`src/rtl/pixel_threshold_engine.sv`:
```
// pixel_threshold_engine: per-lane stream thresholder with programmable mode and thresholds.
// The input beat is split into PIX_WIDTH lanes. Each lane is binarised, band-passed,
// clipped or bypassed. Results go to a 2-entry output buffer that absorbs downstream
// backpressure. Hit/beat counters and a frame-complete interrupt are also kept here.
// Ports:
//   i_user_clk, i_rst_n           clock, async active-low reset
//   i_user_*/o_user_*             register write/read interface (addr[4:2] = word index)
//   i_str_data_valid/i_str_data   input beat; o_str_ack = input ready
//   o_str_data_valid/o_str_data   output beat; i_str_ack = downstream ready
//   o_intr_req/i_intr_ack         frame-complete interrupt handshake
module pixel_threshold_engine #(
    parameter int unsigned DATA_WIDTH = 64,
    parameter int unsigned PIX_WIDTH  = 8,
    parameter int unsigned DEFAULT_TH = 118
) (
    input  logic                  i_user_clk,
    input  logic                  i_rst_n,
    input  logic [31:0]           i_user_data,
    input  logic [19:0]           i_user_addr,
    input  logic                  i_user_wr_req,
    input  logic                  i_user_rd_req,
    output logic [31:0]           o_user_data,
    output logic                  o_user_rd_ack,
    input  logic                  i_str_data_valid,
    input  logic [DATA_WIDTH-1:0] i_str_data,
    output logic                  o_str_ack,
    output logic                  o_str_data_valid,
    output logic [DATA_WIDTH-1:0] o_str_data,
    input  logic                  i_str_ack,
    output logic                  o_intr_req,
    input  logic                  i_intr_ack
);

    localparam int unsigned LANES = DATA_WIDTH / PIX_WIDTH;

    // Configuration and statistics registers
    logic [1:0]           mode;
    logic [PIX_WIDTH-1:0] th_lo;
    logic [PIX_WIDTH-1:0] th_hi;
    logic [31:0]          hit_cnt;
    logic [31:0]          beat_cnt;
    logic [31:0]          frame_beats;

    // Output buffer state
    logic [1:0][DATA_WIDTH-1:0] fifo_mem;
    logic                       wr_ptr;
    logic                       rd_ptr;
    logic [1:0]                 count;

    logic [2:0] wr_idx;
    logic       reg_wr;
    logic       clr;
    logic       accept;
    logic       pop;

    logic [LANES-1:0][PIX_WIDTH-1:0] pix;
    logic [LANES-1:0][PIX_WIDTH-1:0] res;
    logic [LANES-1:0]                hit_vec;
    logic [31:0]                     hit_sum;
    logic [32:0]                     hit_add;
    logic [31:0]                     hit_next;
    logic [31:0]                     beat_next;
    logic                            intr_set;
    logic [31:0]                     rd_mux;

    // Address bits outside the decoded word index are intentionally ignored
    logic addr_unused;
    assign addr_unused = ^{i_user_addr[19:5], i_user_addr[1:0]};

    assign wr_idx = i_user_addr[4:2];
    assign reg_wr = i_user_wr_req;
    assign clr    = reg_wr && (wr_idx == 3'd0) && i_user_data[2];

    assign o_str_ack        = (count < 2'd2);
    assign o_str_data_valid = (count != 2'd0);
    assign o_str_data       = fifo_mem[rd_ptr];

    assign accept = i_str_data_valid && o_str_ack;
    assign pop    = o_str_data_valid && i_str_ack;

    assign pix = i_str_data;

    // Per-lane transform and hit detection, using the configuration as it stands this cycle
    always_comb begin
        res     = '0;
        hit_vec = '0;
        for (int i = 0; i < LANES; i++) begin
            case (mode)
                2'd0:    res[i] = (pix[i] >= th_lo) ? '1 : '0;
                2'd1:    res[i] = ((pix[i] >= th_lo) && (pix[i] <= th_hi)) ? '1 : '0;
                2'd2:    res[i] = (pix[i] >= th_lo) ? pix[i] : '0;
                default: res[i] = pix[i];
            endcase
            hit_vec[i] = (mode == 2'd3) ? (pix[i] >= th_lo) : (res[i] != '0);
        end
    end

    // Hit popcount and saturating counter updates
    always_comb begin
        hit_sum = '0;
        for (int i = 0; i < LANES; i++) begin
            hit_sum = hit_sum + 32'(hit_vec[i]);
        end
        hit_add   = {1'b0, hit_cnt} + 33'(hit_sum);
        hit_next  = hit_add[32] ? '1 : hit_add[31:0];
        beat_next = (beat_cnt == 32'hFFFF_FFFF) ? beat_cnt : beat_cnt + 32'd1;
        intr_set  = accept && !clr && (frame_beats != 32'd0) && (beat_next == frame_beats);
    end

    // Register read mux; thresholds zero-extend
    always_comb begin
        rd_mux = '0;
        case (i_user_addr[4:2])
            3'd0:    rd_mux = {30'd0, mode};
            3'd1:    rd_mux = 32'(th_lo);
            3'd2:    rd_mux = 32'(th_hi);
            3'd3:    rd_mux = hit_cnt;
            3'd4:    rd_mux = beat_cnt;
            3'd5:    rd_mux = frame_beats;
            default: rd_mux = '0;
        endcase
    end

    // Configuration registers and register read port
    always_ff @(posedge i_user_clk or negedge i_rst_n) begin
        if (!i_rst_n) begin
            mode          <= '0;
            th_lo         <= PIX_WIDTH'(DEFAULT_TH);
            th_hi         <= '1;
            frame_beats   <= '0;
            o_user_rd_ack <= 1'b0;
            o_user_data   <= '0;
        end else begin
            o_user_rd_ack <= i_user_rd_req;
            if (i_user_rd_req) begin
                o_user_data <= rd_mux;
            end
            if (reg_wr) begin
                case (wr_idx)
                    3'd0:    mode        <= i_user_data[1:0];
                    3'd1:    th_lo       <= i_user_data[PIX_WIDTH-1:0];
                    3'd2:    th_hi       <= i_user_data[PIX_WIDTH-1:0];
                    3'd5:    frame_beats <= i_user_data;
                    default: ;
                endcase
            end
        end
    end

    // Statistics counters and interrupt; a clear beats a coincident accept
    always_ff @(posedge i_user_clk or negedge i_rst_n) begin
        if (!i_rst_n) begin
            hit_cnt    <= '0;
            beat_cnt   <= '0;
            o_intr_req <= 1'b0;
        end else begin
            if (clr) begin
                hit_cnt  <= '0;
                beat_cnt <= '0;
            end else if (accept) begin
                hit_cnt  <= hit_next;
                beat_cnt <= beat_next;
            end
            if (intr_set) begin
                o_intr_req <= 1'b1;
            end else if (i_intr_ack) begin
                o_intr_req <= 1'b0;
            end
        end
    end

    // Two-entry output buffer; the head slot is never overwritten while occupied
    always_ff @(posedge i_user_clk or negedge i_rst_n) begin
        if (!i_rst_n) begin
            fifo_mem <= '0;
            wr_ptr   <= 1'b0;
            rd_ptr   <= 1'b0;
            count    <= '0;
        end else begin
            if (accept) begin
                fifo_mem[wr_ptr] <= res;
                wr_ptr           <= ~wr_ptr;
            end
            if (pop) begin
                rd_ptr <= ~rd_ptr;
            end
            case ({accept, pop})
                2'b10:   count <= count + 2'd1;
                2'b01:   count <= count - 2'd1;
                default: count <= count;
            endcase
        end
    end

endmodule

```
`config.mk`:
```
export PLATFORM = sky130hd
export DESIGN_NAME = pixel_threshold_engine
export DESIGN_NICKNAME = d
export VERILOG_FILES = /design/src/rtl/pixel_threshold_engine.sv
export SDC_FILE = /design/constraint.sdc
export NUM_CORES = 1
export LEC_CHECK = 0
export BUFFER_PORTS_ARGS = -buffer_cell sky130_fd_sc_hd__clkbuf_2
export CAP_MARGIN = 20
export CORE_UTILIZATION = 25
export CTS_CLUSTER_SIZE = 14
export DETAILED_ROUTE_END_ITERATION = 7
export SKIP_CTS_REPAIR_TIMING = 1
export SYNTH_ARGS = -nofsm -noshare
export SYNTH_HDL_FRONTEND = slang
export SYNTH_SLANG_ARGS = --single-unit
```
`constraint.sdc`:
```
create_clock -name i_user_clk -period 18.6 [get_ports i_user_clk]
set_input_delay 3.72 -clock i_user_clk [delete_from_list [all_inputs] [get_ports i_user_clk]]
set_output_delay 3.72 -clock i_user_clk [all_outputs]
set_load 0.05 [all_outputs]
```
# Yosys cells after proc, flatten, opt, wreduce, memory -nomap -nowiden
# Cells that the tools add are included.
[totals]
register_bits = 280
latchBits = 0
ram_bits = 0
rom_bits = 0
in_bits = 123
output_inout_bits = 100
word_cells = 150
n_memories = 0
[op_classes]
n_addsub = 11
mul = 0
div = 0
order_cmp = 20
n_eq_ne = 12
n_shift = 0
muxes = 55
n_bitwise = 2
reduce_logical = 36
[ops]
columns = ["op", "count"]
rows = [
  ["$mux 32", 6],
  ["$mux 64", 3],
  ["$mux 8", 24],
  ["$pmux 32 s6", 1],
  ["$pmux 8 s3", 8],
  ["$bwmux 128", 1],
  ["$demux 64 s1", 1],
  ["$ge 8x8->1", 8],
  ["$le 8x8->1", 8],
  ["$reduce_bool 8->1", 8],
  ["$add 32x8->33", 1],
  ["$add 32x1->32 const B", 1],
  ["$eq 32x32->1", 1],
  ["$eq 32x32->1 const B", 1],
  ["$reduce_bool 32->1", 1],
  ["$logic_and 1x1->1", 16],
  ["$mux 1", 10],
  ["$add 7x1->8", 1],
  ["$reduce_and 2->1", 4],
  ["$reduce_bool 2->1", 4],
  ["$add 6x1->7", 1],
  ["$add 5x1->6", 1],
  ["$eq 2x2->1 const B", 3],
  ["$eq 3x2->1 const B", 2],
  ["other kinds (17)", 21],
]

# Depth between registers and ports, before layout
[depth]
depth_word = 17
mapped_depth = 24
mapped_depth_nobuf = 23

# Worst setup path after synthesis
# OpenSTA, ideal clock, no wires.
[synth_path]
path_kind = "input -> register"
start = "in i_str_data[2]"
end = "reg hit_cnt[29]"
setup_ps = 99
arrival_ps = 8860
required_time_ps = 18501
path_slack_ps = 9640
stages = 22
n_path_buf = 2
path_cell_list = "ha_1 > a21o_1 > a221o_1 > a221oi_1 > a31o_2 > o21ai_0 > a31oi_1 > fa_1 > fa_1 > fa_1 > fa_1 > inv_1 > fa_1 > nor2b_1 > o21a_1 > nor2_1 > or4_1 > clkbuf_1 > clkbuf_1 > a21oi_1 > nor2_1 > a311oi_1"
[synth_between]
elab_chain_cells = 17
elab_cells_between_ends = 20
classes_between = "add/sub: 8; order compare: 2; mux: 8; reduce/logical: 2"
[synth_rtl]
columns = ["item", "line", "text"]
rows = [
  ["start: declaration", "25", "input logic [DATA_WIDTH-1:0] i_str_data,"],
  ["$ge 8x8->1 / $le 8x8->1 (equally long branches)", "n/a", ""],
  ["$logic_and 1x1->1", "90", "2'd1: res[i] = ((pix[i] >= th_lo) && (pix[i] <= th_hi)) ? '1 : '0;"],
  ["$mux 8", "90", ""],
  ["$pmux 8 s3", "88", "case (mode)"],
  ["$reduce_bool 8->1", "94", "hit_vec[i] = (mode == 2'd3) ? (pix[i] >= th_lo) : (res[i] != '0);"],
  ["$mux 1 (*)", "94", ""],
  ["$add 1x1->2 (*)", "102", "hit_sum = hit_sum + 32'(hit_vec[i]);"],
  ["$add 2x1->3 (*)", "102", ""],
  ["$add 3x1->4 (*)", "102", ""],
  ["$add 4x1->5 (*)", "102", ""],
  ["$add 5x1->6 (*)", "102", ""],
  ["$add 6x1->7 (*)", "102", ""],
  ["$add 7x1->8 (*)", "102", ""],
  ["$add 32x8->33 (*)", "104", "hit_add = {1'b0, hit_cnt} + 33'(hit_sum);"],
  ["$mux 32 (*)", "105", "hit_next = hit_add[32] ? '1 : hit_add[31:0];"],
  ["$mux 32 (*)", "160", "end else if (accept) begin"],
  ["$mux 32 (*)", "157", "if (clr) begin"],
  ["end signal: assignment", "161", "hit_cnt <= hit_next;"],
  ["end: declaration", "40", "logic [31:0] hit_cnt;"],
]
# Mark *: on every way between the ends. The rest lies on a longest branch, timed or not. The select of a mux whose other input is x is not followed.
# A chain may end at the register's enable or synchronous reset.

# Worst setup path after layout
[layout_path]
start = "in i_str_data[2]"
end = "reg hit_cnt[25]"
# The elaborated chain is that of the path after synthesis.

==> results.toml <==
[floorplanning]
dieHeight_um = 269
pin_count = 223
die_x_um = 269
die_area_um2 = 72300
core-area_um2 = 70300
start_util = 0.253
core.rowCount = 97

[timing]
whs_ps = 469
slew_viol_final = 0
max_freq_mhz = 99.3
setup_violations = 0
min_period_ps = 10070
finalClockSkew_ps = 40.7
min_period_over_period = 0.541
setup_tns_ps = 0
hold_viol = 0
relSlewSlack = 0.252
worst_slew_pin_slew_ps = 1120
rsz0062_at_grt = "false"

[place]
dp.cells = 2974
place.gp.congestion = 0.870
placed_area_um2 = 19800
dp_hpwl_um = 41000
io_buffers = 205

[critical_path]
critical_path_class = "in2reg"
arrival_ps = 10460
cpMostUsedCell = "fa_1"
end_kind = "flip-flop"
startpoint_type = "primary input"
crit_family = "adder cells"
crit_path_cell_trace = "clkbuf_2 > ha_1 > a21o_1 > a221o_1 > a221oi_1 > a31o_2 > o21ai_0 > a31oi_1 > fa_1 > fa_1 > fa_1 > fa_1 > inv_1 > fa_1 > nor2b_1 > o21a_1 > nor2_1 > or4_1 > nand2_1 > nor3_1 > a311oi_1"
cp.required_ps = 19000
worstPathMaxFanout = 23
cp_num_buf_inv = 2
cp_slowest_cell = "or4_1"
critPathMaxStageDelay_ps = 790

[synth]
synthTopCellsByArea = "dfrtp_1 38%, ha_1 9.6%, mux2_2 6.5%"
synth_top_cell_area_share = 0.375
yosysUniqueCellTypes = 76
synth.most_common_cell = "dfrtp_1"
synth-edff-count = 0
ys_seq_area_frac = 0.394
synth_fp_nets = 2178
async_flop_share = 1.00
avgSynthCellArea_um2 = 9.30
synth_top_area_cell = "dfrtp_1"
synth_flop_cell = "dfrtp_1"
syn_inst = 1914
mappedNetlistArea_um2 = 17800
ys_top_cells_by_count = "267 x dfrtp_1, 201 x nand2_1, 157 x o21ai_0, 144 x nor2_1, 136 x ha_1"
yosys_warnings = 0
ys_ff_latch = 280

[drt]
drt-pass1-iter-count = 6
drt-initial-drc-count = 1226
drc = 0
vias_per_cell = 4.96
wl_met2_um = 26300
wl_met1_um = 26400
wl_per_cell_um = 19.1
routed_wl_um = 58100
vias = 15100
wl_met3_um = 3590
ant_nets = 0
highest_layer = "met5"

[clock_network]
clock_path_buffers = 3
clock_sinks = 280
cts_root_buffer = "clkbuf_16"
clk_pin_slew_ps = 60
cts_tree = "built"
clock_latency_ps = 580
cts_made_buffers = 37
cts_max_level = 2

[global_routing]
grt_max_degree = 151
grt_usage = 0.160
grt_pass1_vias = 14600
grt_pass1_wl_um = 88300
grt_overflow = 0
antenna_found_initial = 4

[cells_and_area]
final_area_um2 = 21000
antenna_cells = 0
num-nets-final = 2338
drive_above_1_share = 0.209
syn_to_final_growth_pct = 17.9
layoutNonFillerInstCount = 3040

[pwr]
ir_worst_vdd_mv = 0.106
p_per_area_nw_per_um2 = 148
p_leak_nw = 9.38
power_w = 0.00311

[flow_run]
drv_cap = 0

[outcome]
status = "finished clean"

[min_path]
holdCritPathClass = "reg2reg"
==> report_power, final <==
group,total (W),switching [W],internal (W)
Clock,0.000742,0.000296,0.000446
Sequential,0.000929,0.000139,0.000789
Combinational,0.00143,0.000963,0.000471
Total,0.00311,0.00140,0.00171
==> cell families after synthesis <==
family | synth area share
DFF | 0.394
muxes | 0.0855
xor gates and xnor gates | 0.0403
and+or+nand+nor | 0.157
AOI/OAI and AO/OA | 0.177
adders and majority gates | 0.101
buffers and inverters | 0.0441
==> layout make-up <==
type | instances | area, µm²
multi-input combinational | 1452 | 10000
fill | 7414 | 49300
inverter | 65 | 244
clock inverter | 16 | 219
timing repair buffer | 238 | 1290
sequential | 280 | 7020
clock buffer | 49 | 1020
tap | 940 | 1180
==> through the flow <==
stage,worst slack (ps),util
3_5_place_dp,8020,0.281
4_1_cts,8580,0.299
6_report,8530,0.299
2_1_floorplan,9640,-
5_1_grt,8130,0.299
3_3_place_gp,8000,0.281
==> registers in the layout, summed over array words and instances, names as in the netlist <==
| signal | cells |
|---|---|
| fifo_mem | 128 |
| beat_cnt | 32 |
| frame_beats | 32 |
| hit_cnt | 32 |
| o_user_data | 32 |
| th_hi | 8 |
| th_lo | 8 |
| count | 2 |
| mode | 2 |
| o_intr_req | 1 |
| o_user_rd_ack | 1 |
| rd_ptr | 1 |
| wr_ptr | 1 |
==> path summary, 6_finish.rpt <==
check / startpoint / end / slack (ps) / cells past startpoint
setup / recovery: i_str_data[2] / hit_cnt[25]$_DFFE_PN0P_ / 8530 / 21
hold / removal: fifo_mem[105]$_DFFE_PN0P_ / fifo_mem[105]$_DFFE_PN0P_ / 470 / 2
setup reg to reg: th_hi[2]$_DFFE_PN1P_ / hit_cnt[25]$_DFFE_PN0P_ / 11060 / 22
hold reg to reg: fifo_mem[105]$_DFFE_PN0P_ / fifo_mem[105]$_DFFE_PN0P_ / 470 / 2
max in group asynchronous: i_rst_n / th_lo[0]$_DFFE_PN0P_ / 14210 / 2
min in group asynchronous: i_rst_n / beat_cnt[24]$_DFFE_PN0P_ / 3100 / 1
==> per-layer routing <==
layer / global-route usage / vias to the layer above
met5: 0 / -
met4: 0.0553 / 8
met2: 0.250 / 471
met3: 0.0310 / 105
li1: - / 7245
met1: 0.219 / 7261
==> worst register-to-register path, stage by stage (launching register included) <==
cell	delay, ps
dfstp_2	510
inv_1	30
buf_4	200
ha_1	310
a21o_1	180
a221o_1	340
a221oi_1	290
a31o_2	170
o21ai_0	80
a31oi_1	510
fa_1	550
fa_1	520
fa_1	530
fa_1	460
inv_1	80
fa_1	200
nor2b_1	50
o21a_1	160
nor2_1	450
or4_1	790
nand2_1	290
nor3_1	490
a311oi_1	160
==> layout by cell type, fill, tap and decap left out, drive strengths merged, types with 11 or more instances in the layout <==
cell type / n
a21o: 46
a21oi: 105
a22oi: 16
a31oi: 22
and3: 19
and4: 14
buf: 33
clkbuf: 254
clkinv: 11
dfrtp: 267
dfstp: 13
ha: 136
inv: 64
mux2: 102
mux2i: 35
nand2: 203
nand2b: 18
nand3: 41
nand4: 30
nor2: 144
nor3: 35
nor4: 30
o21a: 31
o21ai: 158
o22ai: 30
o31ai: 44
xnor2: 54
xor2: 28
Note: power is estimated with default switching activity, not from simulation.
